File: config.mk
export PLATFORM = sky130hd
export DESIGN_NAME = board_write_demux
export DESIGN_NICKNAME = d
export VERILOG_FILES = /design/src/rtl/board_write_demux.sv
export SDC_FILE = /design/constraint.sdc
export NUM_CORES = 1
export LEC_CHECK = 0
export CORE_MARGIN = 1
export CORE_UTILIZATION = 55
export CTS_BUF_LIST = sky130_fd_sc_hd__clkbuf_8 sky130_fd_sc_hd__clkbuf_16
export DETAILED_ROUTE_END_ITERATION = 10
export GPL_ROUTABILITY_DRIVEN = 0
export GPL_TIMING_DRIVEN = 0
export PLACE_DENSITY = 0.92
export RECOVER_POWER = 25
export SLEW_MARGIN = 40
export SYNTH_ARGS = -nofsm -noshare
export SYNTH_HDL_FRONTEND = slang
export SYNTH_SLANG_ARGS = --single-unit
File: constraint.sdc
create_clock -name clk -period 4.25 [get_ports clk]
set_input_delay 0.85 -clock clk [delete_from_list [all_inputs] [get_ports clk]]
set_output_delay 0.85 -clock clk [all_outputs]
set_load 0.01 [all_outputs]
File: src/rtl/board_write_demux.sv
// Board cell store: single-cell mark writes with occupancy checks, and a one-cell-per-cycle clear sweep.
// Writes take two cycles (accept, then check/commit with a registered response).
module board_write_demux #(
  parameter int NUM_CELLS = 9,
  parameter int SEL_W     = 4,
  parameter int MARK_W    = 2
) (
  input  logic                        clk,
  input  logic                        rst_n,
  input  logic                        wr_valid,
  output logic                        wr_ready,
  input  logic [SEL_W-1:0]            wr_sel,
  input  logic [MARK_W-1:0]           wr_mark,
  input  logic                        clr_req,
  output logic                        resp_valid,
  output logic [1:0]                  resp_code,
  output logic                        clr_done,
  output logic [NUM_CELLS*MARK_W-1:0] board,
  output logic [SEL_W:0]              filled_cnt,
  output logic                        board_full
);

  typedef enum logic [1:0] {IDLE, CHECK, CLEAR} state_t;

  localparam logic [1:0]       CODE_OK    = 2'b00;
  localparam logic [1:0]       CODE_RANGE = 2'b01;
  localparam logic [1:0]       CODE_OCC   = 2'b10;
  localparam logic [1:0]       CODE_EMPTY = 2'b11;
  localparam logic [SEL_W:0]   CELLS_W    = (SEL_W+1)'(NUM_CELLS);
  localparam logic [SEL_W-1:0] LAST_IDX   = SEL_W'(NUM_CELLS-1);

  state_t              state, state_nxt;
  logic [MARK_W-1:0]   cells [NUM_CELLS];
  logic [SEL_W-1:0]    cap_sel;
  logic [MARK_W-1:0]   cap_mark;
  logic [SEL_W-1:0]    sweep;
  logic [MARK_W-1:0]   target_mark;
  logic [MARK_W-1:0]   sweep_mark;
  logic [1:0]          check_code;
  logic                accept;
  logic                do_write;
  logic                sweep_last;

  assign wr_ready   = (state == IDLE) && !clr_req;
  assign accept     = wr_valid && wr_ready;
  assign sweep_last = (sweep == LAST_IDX);
  assign board_full = (filled_cnt == CELLS_W);
  assign do_write   = (state == CHECK) && (check_code == CODE_OK);

  // Cell reads by comparison rather than direct indexing, so out-of-range selects read as empty.
  always_comb begin
    target_mark = '0;
    sweep_mark  = '0;
    for (int i = 0; i < NUM_CELLS; i++) begin
      if (cap_sel == SEL_W'(i)) target_mark = cells[i];
      if (sweep == SEL_W'(i))   sweep_mark  = cells[i];
    end
  end

  always_comb begin
    check_code = CODE_OK;
    if ({1'b0, cap_sel} >= CELLS_W) check_code = CODE_RANGE;
    else if (cap_mark == '0)        check_code = CODE_EMPTY;
    else if (target_mark != '0)     check_code = CODE_OCC;
  end

  always_comb begin
    for (int i = 0; i < NUM_CELLS; i++) board[i*MARK_W +: MARK_W] = cells[i];
  end

  always_ff @(posedge clk or negedge rst_n) begin
    if (!rst_n) state <= IDLE;
    else        state <= state_nxt;
  end

  // Clear requests take priority over a write presented in the same IDLE cycle.
  always_comb begin
    state_nxt = state;
    unique case (state)
      IDLE:  if (clr_req) state_nxt = CLEAR;
             else if (wr_valid) state_nxt = CHECK;
      CHECK: state_nxt = IDLE;
      CLEAR: if (sweep_last) state_nxt = IDLE;
      default: state_nxt = IDLE;
    endcase
  end

  always_ff @(posedge clk or negedge rst_n) begin
    if (!rst_n) begin
      for (int i = 0; i < NUM_CELLS; i++) cells[i] <= '0;
      filled_cnt <= '0;
      sweep      <= '0;
      cap_sel    <= '0;
      cap_mark   <= '0;
      resp_valid <= 1'b0;
      resp_code  <= CODE_OK;
      clr_done   <= 1'b0;
    end else begin
      resp_valid <= (state == CHECK);
      clr_done   <= (state == CLEAR) && sweep_last;
      if (accept) begin
        cap_sel  <= wr_sel;
        cap_mark <= wr_mark;
      end
      if (state == CHECK) resp_code <= check_code;
      for (int i = 0; i < NUM_CELLS; i++) begin
        if (do_write && cap_sel == SEL_W'(i))
          cells[i] <= cap_mark;
        else if (state == CLEAR && sweep == SEL_W'(i))
          cells[i] <= '0;
      end
      if (do_write)
        filled_cnt <= filled_cnt + (SEL_W+1)'(1);
      else if (state == CLEAR && sweep_mark != '0)
        filled_cnt <= filled_cnt - (SEL_W+1)'(1);
      if (state == CLEAR) sweep <= sweep_last ? '0 : sweep + SEL_W'(1);
    end
  end

endmodule

Yosys cells after proc, flatten, opt, wreduce, memory -nomap -nowiden
Cells that the tools add are included.
{ "totals": {"ff_bits": 39, "out_inout_bits": 29, "word_cells": 129} }
{ "op_classes": {"n_addsub": 3, "magnitude_cmp": 1, "eq_ne": 21, "mux": 46, "reduce_logical": 41} }
{ "ops": {"columns": ["operator", "count"], "rows": [
  ["2-bit two-way mux", 42],
  ["4-bit by 3-bit == test with 1-bit output, second input constant", 8],
  ["2-bit nonzero test", 12],
  ["1-bit logical AND", 22],
  ["4-bit by 2-bit == test with 1-bit output, second input constant", 4],
  ["5-bit two-way mux", 2],
  ["4-bit by 1-bit == test with 1-bit output, second input constant", 2],
  ["4-bit == test, second input constant", 2],
  ["4-bit zero test", 2],
  ["2-bit zero test", 3],
  ["5-bit by 1-bit adder with 5-bit output, second input constant", 1],
  ["5-bit by 4-bit == test with 1-bit output, second input constant", 1],
  ["5-bit by 1-bit subtractor with 5-bit output, second input constant", 1],
  ["4-bit by 1-bit adder with 4-bit output, second input constant", 1],
  ["4-bit >= comparator, second input constant", 1],
  ["4-bit two-way mux", 1],
  ["2-bit one-hot mux with 2 select lines", 1],
  ["3-bit != test, second input constant", 1],
  ["2-bit by 1-bit == test with 1-bit output, second input constant", 1],
  ["2-bit == test, second input constant", 1],
  ["2-bit != test, second input constant", 1],
  ["2-bit AND reduction", 1],
  ["1-bit zero test", 1]
]} }

Logic depth before layout (Yosys ltp)
Gate-level depths: netlist (run 1).
{ "depth": {"depth_word": 18, "ltp_mapped": 14, "mapped_depth_nobuf": 12} }

Least setup slack after synthesis (run 1)
No wires, ideal clock.
{ "synth_timing": {"kind": "reg-to-reg", "from": "register cap_sel[0]", "to": "register filled_cnt[4]", "setup_time_ps": 87, "t_arrival_ps": 2764, "required_ps": 4163, "slack_ps": 1399, "stages_incl_launch_ff": 14, "path_buffers": 2, "cell_sequence": "dfrtp_1 > buf_2 > o31a_1 > nor3_1 > and4_4 > or2_1 > buf_4 > inv_2 > ha_1 > a21o_1 > a21oi_1 > nand2b_1 > mux2_2 > o211ai_1"} }
{ "synth_via": {"elab_chain_len": 17, "word_cells_on_any_way": 27, "classes_between": "order compare (1); eq/ne (8); mux (13); reduce/logical (5)"} }
{ "synth_lines": {"columns": ["item", "line", "rtl"], "rows": [
  ["start, declared", "34", "logic [SEL_W-1:0] cap_sel;"],
  ["start signal, assigned", "102", "cap_sel <= wr_sel;"],
  ["4-bit zero test", "55", "if (cap_sel == SEL_W'(i)) target_mark = cells[i];"],
  ["2-bit two-way mux (9 in a row)", "55", null],
  ["2-bit nonzero test", "64", "else if (target_mark != '0) check_code = CODE_OCC;"],
  ["2-bit two-way mux", "64", null],
  ["2-bit two-way mux", "63", "else if (cap_mark == '0) check_code = CODE_EMPTY;"],
  ["2-bit two-way mux *", "62", "if ({1'b0, cap_sel} >= CELLS_W) check_code = CODE_RANGE;"],
  ["2-bit zero test *", "48", "assign do_write = (state == CHECK) && (check_code == CODE_OK);"],
  ["1-bit logical AND *", "48", null],
  ["5-bit two-way mux or 2-bit nonzero test (tied branches)", null, null],
  ["end signal, assigned", "113", "filled_cnt <= filled_cnt + (SEL_W+1)'(1);"],
  ["end signal, assigned", "115", "filled_cnt <= filled_cnt - (SEL_W+1)'(1);"],
  ["end, declared", "19", "output logic [SEL_W:0] filled_cnt,"]
]} }
Mark *: on every way between the ends. The rest lies on a longest branch, timed or not.
A chain may end at the register's enable or synchronous reset.

Worst setup path in the final report (run 1)
Same ends and word-level chain as after synthesis.

==> results of run 1 <==
[synthesized netlist by cell type, types with 2 or more instances]
| master | n |
|---|---|
| dfrtp_1 | 39 |
| a32o_1 | 18 |
| nand2_1 | 18 |
| nor2_1 | 17 |
| o21ai_0 | 12 |
| inv_1 | 10 |
| ha_1 | 7 |
| nor3_1 | 7 |
| buf_2 | 6 |
| mux2_2 | 6 |
| nor3b_1 | 6 |
| nand2b_1 | 5 |
| a31oi_1 | 4 |
| and2_1 | 4 |
| nor2b_1 | 4 |
| o211ai_1 | 4 |
| xnor2_1 | 4 |
| or2_1 | 3 |
| a211oi_1 | 2 |
| a21o_1 | 2 |
| a21oi_1 | 2 |
| clkbuf_1 | 2 |
| inv_2 | 2 |
| mux2_4 | 2 |
| nand3_1 | 2 |
| o21ai_1 | 2 |
[sequential cells by signal, summed over array words and instances, names as in the netlist]
name	flops
resp_code	2
sweep	4
board	18
state	2
cap_sel	4
filled_cnt	5
cap_mark	2
clr_done	1
resp_valid	1
[placed cells by master, fill, tap and decap left out, types with 4 or more instances in the layout]
cell             synthesis  routed
a31oi_1                  4       4
a32o_1                  18      18
and2_1                   4       4
buf_2                    6       6
clkbuf_1                 2       4
clkbuf_8                 0       7
clkdlybuf4s50_1          0      37
dfrtp_1                 39      39
ha_1                     7       7
inv_1                   10      11
mux2_2                   6       6
nand2_1                 18      18
nand2b_1                 5       5
nor2_1                  17      17
nor2b_1                  4       4
nor3_1                   7       7
nor3b_1                  6       6
o211ai_1                 4       4
o21ai_0                 12      12
xnor2_1                  4       4
[per-layer routing]
metal / track usage [%] / up-vias / part of all wire (%)
li1: - / 871 / -
met1: 33.2 / 893 / 43
met2: 43.3 / 87 / 47
met3: 4.93 / 14 / 7.2
met4: 15.3 / 0 / 2.7
met5: 0 / - / 0
[metrics by stage]
stage	hold slack [ns]	worst slack [ns]
finish	0.507	1.02
global route	0.534	0.731
CTS	0.509	1.04
detailed placement	0.502	1.08
global placement	0.483	1.14
floorplan	0.460	1.40
[kinds of logic (layout without fill, tap and decap cells)]
group / Yosys count / after routing / share of synthesized area [%]
and+or+nand+nor: 75 / 75 / 18.5
xor gates and xnor gates: 4 / 4 / 1.62
adders and majority gates: 8 / 8 / 4.98
muxes: 9 / 9 / 4.98
buffers and inverters: 22 / 69 / 4.69
DFF: 39 / 39 / 45.2
AOI/OAI and AO/OA: 56 / 56 / 20.0
[power by group through the flow]
stage / logic, mW / clock network, mW / registers (mW)
after floorplan: 0.607 / 0 / 0.560
after global placement: 0.818 / 0 / 0.561
after detailed placement: 0.847 / 0 / 0.566
after CTS: 0.866 / 0.275 / 0.560
after global routing: 0.955 / 0.290 / 0.574
final: 0.870 / 0.270 / 0.561
[layout make-up]
class | instances | area [um^2]
Clock buffer | 7 | 96.3
Fill cell | 272 | 1020
Clock inverter | 1 | 3.75
Buffer | 10 | 56.3
Timing Repair Buffer | 39 | 378
Inverter | 12 | 45.0
Multi-Input combinational cell | 152 | 1080
Tap cell | 48 | 60.1
Sequential cell | 39 | 976
[path summary, 6_finish.rpt]
path                       startpoint            end  slack, ns  cells past startpoint
min in group asynchronous       rst_n       sweep[0]       0.71                      1
max                        cap_sel[0]  filled_cnt[4]       1.02                     14
min reg2reg                  state[0]       state[1]       0.51                      1
max reg2reg                cap_sel[0]  filled_cnt[4]       1.02                     14
max in group asynchronous       rst_n   resp_code[0]       2.08                      2
min                          state[0]       state[1]       0.51                      1
==> impl_results.md, run 1 <==
- DRC errors left: 0
- CTS sink count: 39
- Crit-path cells: buf_2 > nor4b_1 > nor3b_1 > nand2_1 > o21ai_1 > or2_1 > buf_4 > inv_2 > ha_1 > a21o_1 > a21oi_1 > nand2b_1 > mux2_2 > o211ai_1
- Core Util, Final: 72.6%
- Drt total wl: 5040 um
- Internal power: 1.02 mW
- DIE HEIGHT: 64.7 um
- Critical path peak fanout: 10
- Clock Latency Late Sink: 0.29 ns
- Slew headroom: 31.6%
- Worst path max stage delay: 0.42 ns
- Worst Path Arrival: 3.45 ns
- Max Transition Viols Final: 0
- Initial Util: 58.1%
- Routed vias/inst: 6.06
- Pre-antenna DRT Iters: 4
- Sequential element share of the synthesized area: 45.2%
- Placed insts: 300
- CP Class: reg2reg
- Dominant cell type by area after synthesis: dfrtp_1
- DP Area: 2620 um^2
- RSZ-0062 raised after global routing: false
- Final Cycle Share: 76.1%
- CTS buffer count: 5
- Vias in the first global route: 1751
- CP Launch Type: flop
- CP Capture Type: flop
- Post-route design area: 2700 um^2
- CTS tree: built
- Final hold violation count: 0
- Total core area: 3720 um^2
- Post-synthesis cell count: 213
- Max Root-Sink Buffers: 2
- Number of synthesized flops with an enable pin: 0
- Die area: 4180 um^2
- Ys async rst share: 100%
- Seq pwr share: 33.0%
- Synth unique cells: 49
- Routed WL per cell: 16.4 um
- Post-CTS Resized: 0
- Setup bufs post-CTS: 0
- Synth-to-Final Area Change: 24.9%
- Outcome: completed
- Largest net degree at the start of global routing: 21
- Clk network pwr share: 15.9%
- Pwr Density: 631 nW/um^2
- Setup TNS: 0 ns
- Max VDD drop: 296 uV
- Nets: 277
- Max Fclk: 0.309 GHz
- Detailed placement HPWL: 3630 um
- Share of cells above drive strength 1: 11.2%
- Avg Inst Size Synth: 10.1 um^2
- Post-DRT Antenna Nets: 0
- Switch Pwr: 0.684 mW
- Die X: 64.7 um
- Pleak: 1.15 nW
- Num rows: 22
- Initial DRC Count: 160
- Top post-synthesis cells by area: dfrtp_1 45%, a32o_1 8.3%, ha_1 4.1%
- CP top delay family: simple AND/OR/NAND/NOR gates
- Least-Margin Pin Slew: 1.03 ns
- Hold Crit Class: reg2reg
- Synthesized Nets: 231
- Yosys top cell area share: 45.2%
- Combinational power share: 51.1%
- Clock slew at reported path FFs: 0.08 ns
- Via Count: 1865
- Cell Area, Synth: 2160 um^2
- Top Ports: 39
- First-pass GRT wire length: 8290 um
- Initial antenna violation count: 0
- Layout Cells excl Fill: 308
- Final setup violation count: 0
- Total power: 1.70 mW
- Fin Clk Skew: 0.00824 ns
- Total of max-cap violations: 0
- Warnings from Yosys: 0
- Antenna diode count: 0
- Min Tclk post-route: 3.23 ns
- Htree depth: 2
- Ys flop type: dfrtp_1
- WP buf/inv: 3
- Slowest-stage cell, CP: nor4b_1
- I/O Buffers: 38
- Root buffer cell: clkbuf_8
- Worst EP required: 4.46 ns
- Total GRT Usage: 26.6%
- GR Overflow Total: 0
- Switching share of power: 40.2%
- Post-CTS Hold Buffers: 0
- Seq cells post-synth: 39
Note: power is estimated with default switching activity, not from simulation.
==> inputs of run 2 (changes only) <==
- CORE_UTILIZATION: 55 -> 52
- PLACE_DENSITY: 0.92 -> 0.88
- clock period: 4.25 -> 3.1 ns (I/O delays scaled with it)
==> run 2 against run 1 <==
  * The flow now finishes with violations (capacitance limit, slew limit)
  * Wire length rose by 5.0%
  * Utilization fell by 3.0 points
  * Cell count rose by 0.97%
  * Largest power group unchanged
==> impl_results.md, run 2 (synthesized netlist as in run 1, its figures left out) <==
- Pwr Density: 864 nW/um^2
- Worst R2R Path Depth: 14
- Routed WL per cell: 17.0 um
- Vias in the first global route: 1766
- Htree depth: 2
- Die area: 4410 um^2
- Worst EP required: 3.31 ns
- Nets: 279
- Max Fclk: 0.336 GHz
- Hold Crit Class: reg2reg
- Final Cycle Share: 96.1%
- Initial antenna violation count: 0
- Most common cell after layout, fill and taps aside: dfrtp_1
- Hold path cells: 1
- Routed vias/inst: 6.11
- CP Capture Type: flop
- DRC errors left: 0
- Total core area: 4000 um^2
- CTS tree: built
- Initial DRC Count: 128
- Clock slew at reported path FFs: 0.07 ns
- Setup TNS: 0 ns
- Drt total wl: 5290 um
- Synth-to-Final Area Change: 29.0%
- CTS buffer count: 5
- Slew headroom: -38.2%
- Total power: 2.41 mW
- Clock Latency Late Sink: 0.30 ns
- RSZ-0062 raised after global routing: false
- Root buffer cell: clkbuf_8
- Share of cells above drive strength 1: 16.1%
- CP Launch Type: flop
- Via Count: 1900
- Post-CTS Hold Buffers: 0
- CTS sink count: 39
- Detailed placement HPWL: 3770 um
- Antenna diode count: 0
- I/O Buffers: 38
- Least-Margin Pin Slew: 2.07 ns
- Final hold violation count: 0
- Outcome: finished with violations
- Fin Clk Skew: 0.0116 ns
- Post-DRT Antenna Nets: 0
- Largest net degree at the start of global routing: 40
- First-pass GRT wire length: 8490 um
- Violated checks: capacitance limit, slew limit
- Final setup violation count: 0
- Max VDD drop: 455 uV
- Max Transition Viols Final: 40
- Worst Path Arrival: 3.19 ns
- DIE HEIGHT: 66.4 um
- Number of flip-flops under the largest register name: 18
- Min Tclk post-route: 2.98 ns
- Total GRT Usage: 26.7%
- Total of max-cap violations: 1
- Critical path peak fanout: 10
- Pleak: 1.18 nW
- CP Class: reg2reg
- Num rows: 23
- Initial Util: 54.0%
- Max Root-Sink Buffers: 2
- Top Ports: 39
- Commonest cells after routing, fill and taps aside: 38 x dfrtp_1, 37 x clkdlybuf4s50_1, 18 x nand2_1, 18 x a32o_1, 17 x nor2_1
- Pre-antenna DRT Iters: 4
- GR Overflow Total: 0
- Die X: 66.4 um
[run 2: metal layers]
metal  part of all wire, %  GRT usage [%]  vias to the layer above  wire length, um
met3                   7.4           8.45                       17              394
li1                      -              -                      878                -
met1                    40           33.1                      918             2110
met2                    50           41.5                       87             2630
met4                   3.0           13.8                        0              161
met5                     0              0                        -                0
[run 2: what timing repair did]
item                                    4_1_cts  5_1_grt
pin swaps                                     0        4
gates resized for setup                       3       14
setup buffers                                 1        2
endpoints found under the setup margin        1        2
cloned                                        0        0
[run 2: cell type report]
class                      count  area (um^2)
buffer                        10         62.6
clock buffer                   6         82.6
clock inverter                 1         5.00
fill                         288         1210
inverter                      12         45.0
multi-input combinational    152         1150
sequential                    39          977
tap                           50         62.6
timing repair buffer          41          397
[run 2: critical path: stages, from the launching register on]
cell	delay [ns]
dfrtp_1	0.39
buf_4	0.19
nor3_4	0.20
o32ai_2	0.09
o211ai_1	0.31
and4_4	0.28
or2_1	0.15
buf_6	0.13
inv_2	0.05
ha_1	0.31
a21o_1	0.20
a21oi_4	0.18
nand2b_1	0.07
mux2_2	0.26
o211ai_1	0.09
[run 2: report_power, final]
| group | switching, mW | internal [mW] |
|---|---|---|
| logic | 0.676 | 0.599 |
| registers | 0.139 | 0.638 |
| clock network | 0.178 | 0.174 |
[run 2: final timing paths]
| kind | start | endpoint | slack, ns |
|---|---|---|---|
| hold reg to reg | state[0] | state[1] | 0.50 |
| max in group asynchronous | rst_n | cap_sel[1] | 0.84 |
| setup reg to reg | cap_sel[0] | filled_cnt[4] | 0.12 |
| hold / removal | state[0] | state[1] | 0.50 |
| setup / recovery | cap_sel[0] | filled_cnt[4] | 0.12 |
| min in group asynchronous | rst_n | filled_cnt[3] | 0.90 |
[run 2: stage by stage]
| stage | cell area [um^2] | instances | utilization, % | hold slack (ns) | setup WS, ns |
|---|---|---|---|---|---|
| 2_1_floorplan | 2160 | 213 | - | 0.324 | 0.249 |
| 3_3_place_gp | 2600 | 301 | 65.1 | 0.484 | -0.00504 |
| 3_5_place_dp | 2600 | 301 | 65.0 | 0.497 | -0.173 |
| 4_1_cts | 2710 | 309 | 67.7 | 0.289 | 0.0446 |
| 5_1_grt | 2790 | 311 | 69.6 | 0.538 | 0.0202 |
| 6_report | 2790 | 311 | 69.6 | 0.501 | 0.120 |
==> inputs of run 3 (changes only) <==
- PLACE_DENSITY: 0.88 -> 0.87
==> run 3 against run 2 <==
  * The flow finishes with violations (DRC, capacitance limit, slew limit)
  * Via count fell by 0.58%
  * Sequential share of layout area rose by 0.37 points
  * Count of clock-buffer cells in the layout fell by 1
  * Combinational power barely moved
  * Die area did not move
  * Worst setup slack got worse by 0.022 ns
  * Global-route usage fell by 1.3 points
  * Worst hold slack got worse by 0.0029 ns
  * Non-clock buffer count fell by 2
==> impl_results.md, run 3 (synthesized netlist as in run 1, its figures left out) <==
- Max VDD drop: 499 uV
- Min Tclk post-route: 3.00 ns
- Root buffer cell: clkbuf_8
- CTS buffer count: 5
- Total core area: 4000 um^2
- Hold WS: 0.498 ns
- Num rows: 23
- Initial antenna violation count: 0
- Violated checks: DRC, capacitance limit, slew limit
- Pleak: 1.17 nW
- Filler Cells Inserted: 288
- Number of flip-flops under the largest register name: 18
- Post-route design area: 2750 um^2
- Via Count: 1889
- Worst EP required: 3.32 ns
- Routed WL per cell: 17.4 um
- CP Class: reg2reg
- DRC errors left: 2
- CTS sink count: 39
- Clock slew at reported path FFs: 0.07 ns
- Drt total wl: 5380 um
- Commonest cells after routing, fill and taps aside: 39 x dfrtp_1, 37 x clkdlybuf4s50_1, 18 x nand2_1, 18 x a32o_1, 17 x nor2_1
- Clock Latency Late Sink: 0.30 ns
- Worst path max stage delay: 0.55 ns
- Total GRT Usage: 25.4%
- Max Transition Viols Final: 40
- Share of cells above drive strength 1: 14.6%
- Post-CTS Hold Buffers: 0
- Top Ports: 39
- First-pass GRT wire length: 8180 um
- Fin Clk Skew: 0.00589 ns
- GR Overflow Total: 0
- Area of the multi-input gates: 1150 um^2
- Synth-to-Final Area Change: 27.5%
- DP Area: 2600 um^2
- Hold Crit Class: reg2reg
- CP Launch Type: flop
- Detailed placement HPWL: 3600 um
- Register area: 976 um^2
- CP Capture Type: flop
- Worst slack, placed: -0.100 ns
- Slew headroom: -35.0%
- Slowest-stage cell, CP: dfrtp_1
- Critical path's most frequent cell: inv_2
- Final Cycle Share: 96.8%
- Max Root-Sink Buffers: 2
- Final hold violation count: 0
- Die X: 66.4 um
- Initial Util: 54.0%
- Die area: 4410 um^2
- Most common cell after layout, fill and taps aside: dfrtp_1
- Total power: 2.37 mW
- Max Fclk: 0.333 GHz
- Post-DRT Antenna Nets: 0
- DIE HEIGHT: 66.4 um
- Pwr Density: 861 nW/um^2
- Final worst setup slack: 0.0978 ns
- CTS tree: built
- Pre-antenna DRT Iters: 8
- Crit-path cells: inv_2 > nor2_1 > o21ai_1 > and4_4 > or2_1 > buf_6 > inv_2 > ha_1 > a21o_1 > a21oi_2 > nand2b_1 > mux2_2 > o211ai_1
- Largest net degree at the start of global routing: 40
- Total of max-cap violations: 1
- Least-Margin Pin Slew: 2.03 ns
- I/O Buffers: 38
- Outcome: finished with violations
- Final setup violation count: 0
- Htree depth: 2
- Initial DRC Count: 193
- Antenna diode count: 0
- Critical path peak fanout: 10
- Nets: 277
- Vias in the first global route: 1749
- Worst Path Arrival: 3.22 ns
- Routed vias/inst: 6.09
run 3: cell count changes in the layout (fill, tap and decap cells not counted):
| cell | delta |
|---|---|
| buf_2 | +1 |
| nor3b_4 | +1 |
| nor3_2 | +1 |
| dfrtp_1 | +1 |
| clkbuf_8 | -1 |
| nor3b_2 | -1 |
| buf_4 | -3 |
| nor3_4 | -1 |
| a21oi_2 | +1 |
| a21oi_4 | -1 |
| dfrtp_2 | -1 |
| inv_1 | +2 |
run 3: stage by stage:
stage                     cells  TNS [ns]  utilization, %
after CTS                   309         0            67.4
after floorplan             213         0               -
after detailed placement    301    -0.100            65.0
final                       310         0            68.8
after global placement      301   -0.0161            65.1
after global routing        310   -0.0567            68.8
run 3: worst max-delay path: cells and delay by family (launching register included):
family	cells	cell delay, ns
muxes	1	0.27
and+or+nand+nor	4	0.92
buffers and inverters	3	0.34
DFF	1	0.55
AOI/OAI and AO/OA	4	0.61
adders and majority gates	1	0.26
run 3: path summary, 6_finish.rpt:
path / cells after the start / start / slack [ns] / end
max in group asynchronous: 1 / rst_n / 1.04 / board[17]
setup reg to reg: 13 / cap_sel[1] / 0.1 / filled_cnt[4]
hold reg to reg: 1 / state[0] / 0.50 / state[1]
min in group asynchronous: 1 / rst_n / 0.89 / filled_cnt[3]
hold / removal: 1 / state[0] / 0.50 / state[1]
setup / recovery: 13 / cap_sel[1] / 0.1 / filled_cnt[4]
run 3: routing by layer:
metal  wire length (um)  vias to the layer above  share of wire [%]  track usage [%]
li1                   -                      873                  -                -
met5                  0                        -                  0                0
met3                415                       19                7.7             5.34
met4                138                        0                2.6             9.31
met1               2100                      900                 39             33.2
met2               2730                       97                 51             41.2
run 3: layout make-up:
class	count	area share, %
tap	50	2.27
inverter	12	1.64
clock inverter	3	0.455
timing repair buffer	39	13.9
multi-input combinational	152	41.6
sequential	39	35.5
buffer	10	2.18
clock buffer	5	2.50
run 3: power breakdown:
part           leakage, nW  switching, mW  internal (mW)
clock               0.0505          0.174          0.151
combinational        0.608          0.681          0.585
sequential           0.510          0.142          0.637
total                 1.17          0.998           1.37
run 3: what timing repair did:
| action | in CTS | in global routing |
|---|---|---|
| pin swaps | 0 | 4 |
| setup buffers | 0 | 1 |
| resized for setup | 3 | 10 |
| endpoints found under the setup margin | 1 | 2 |
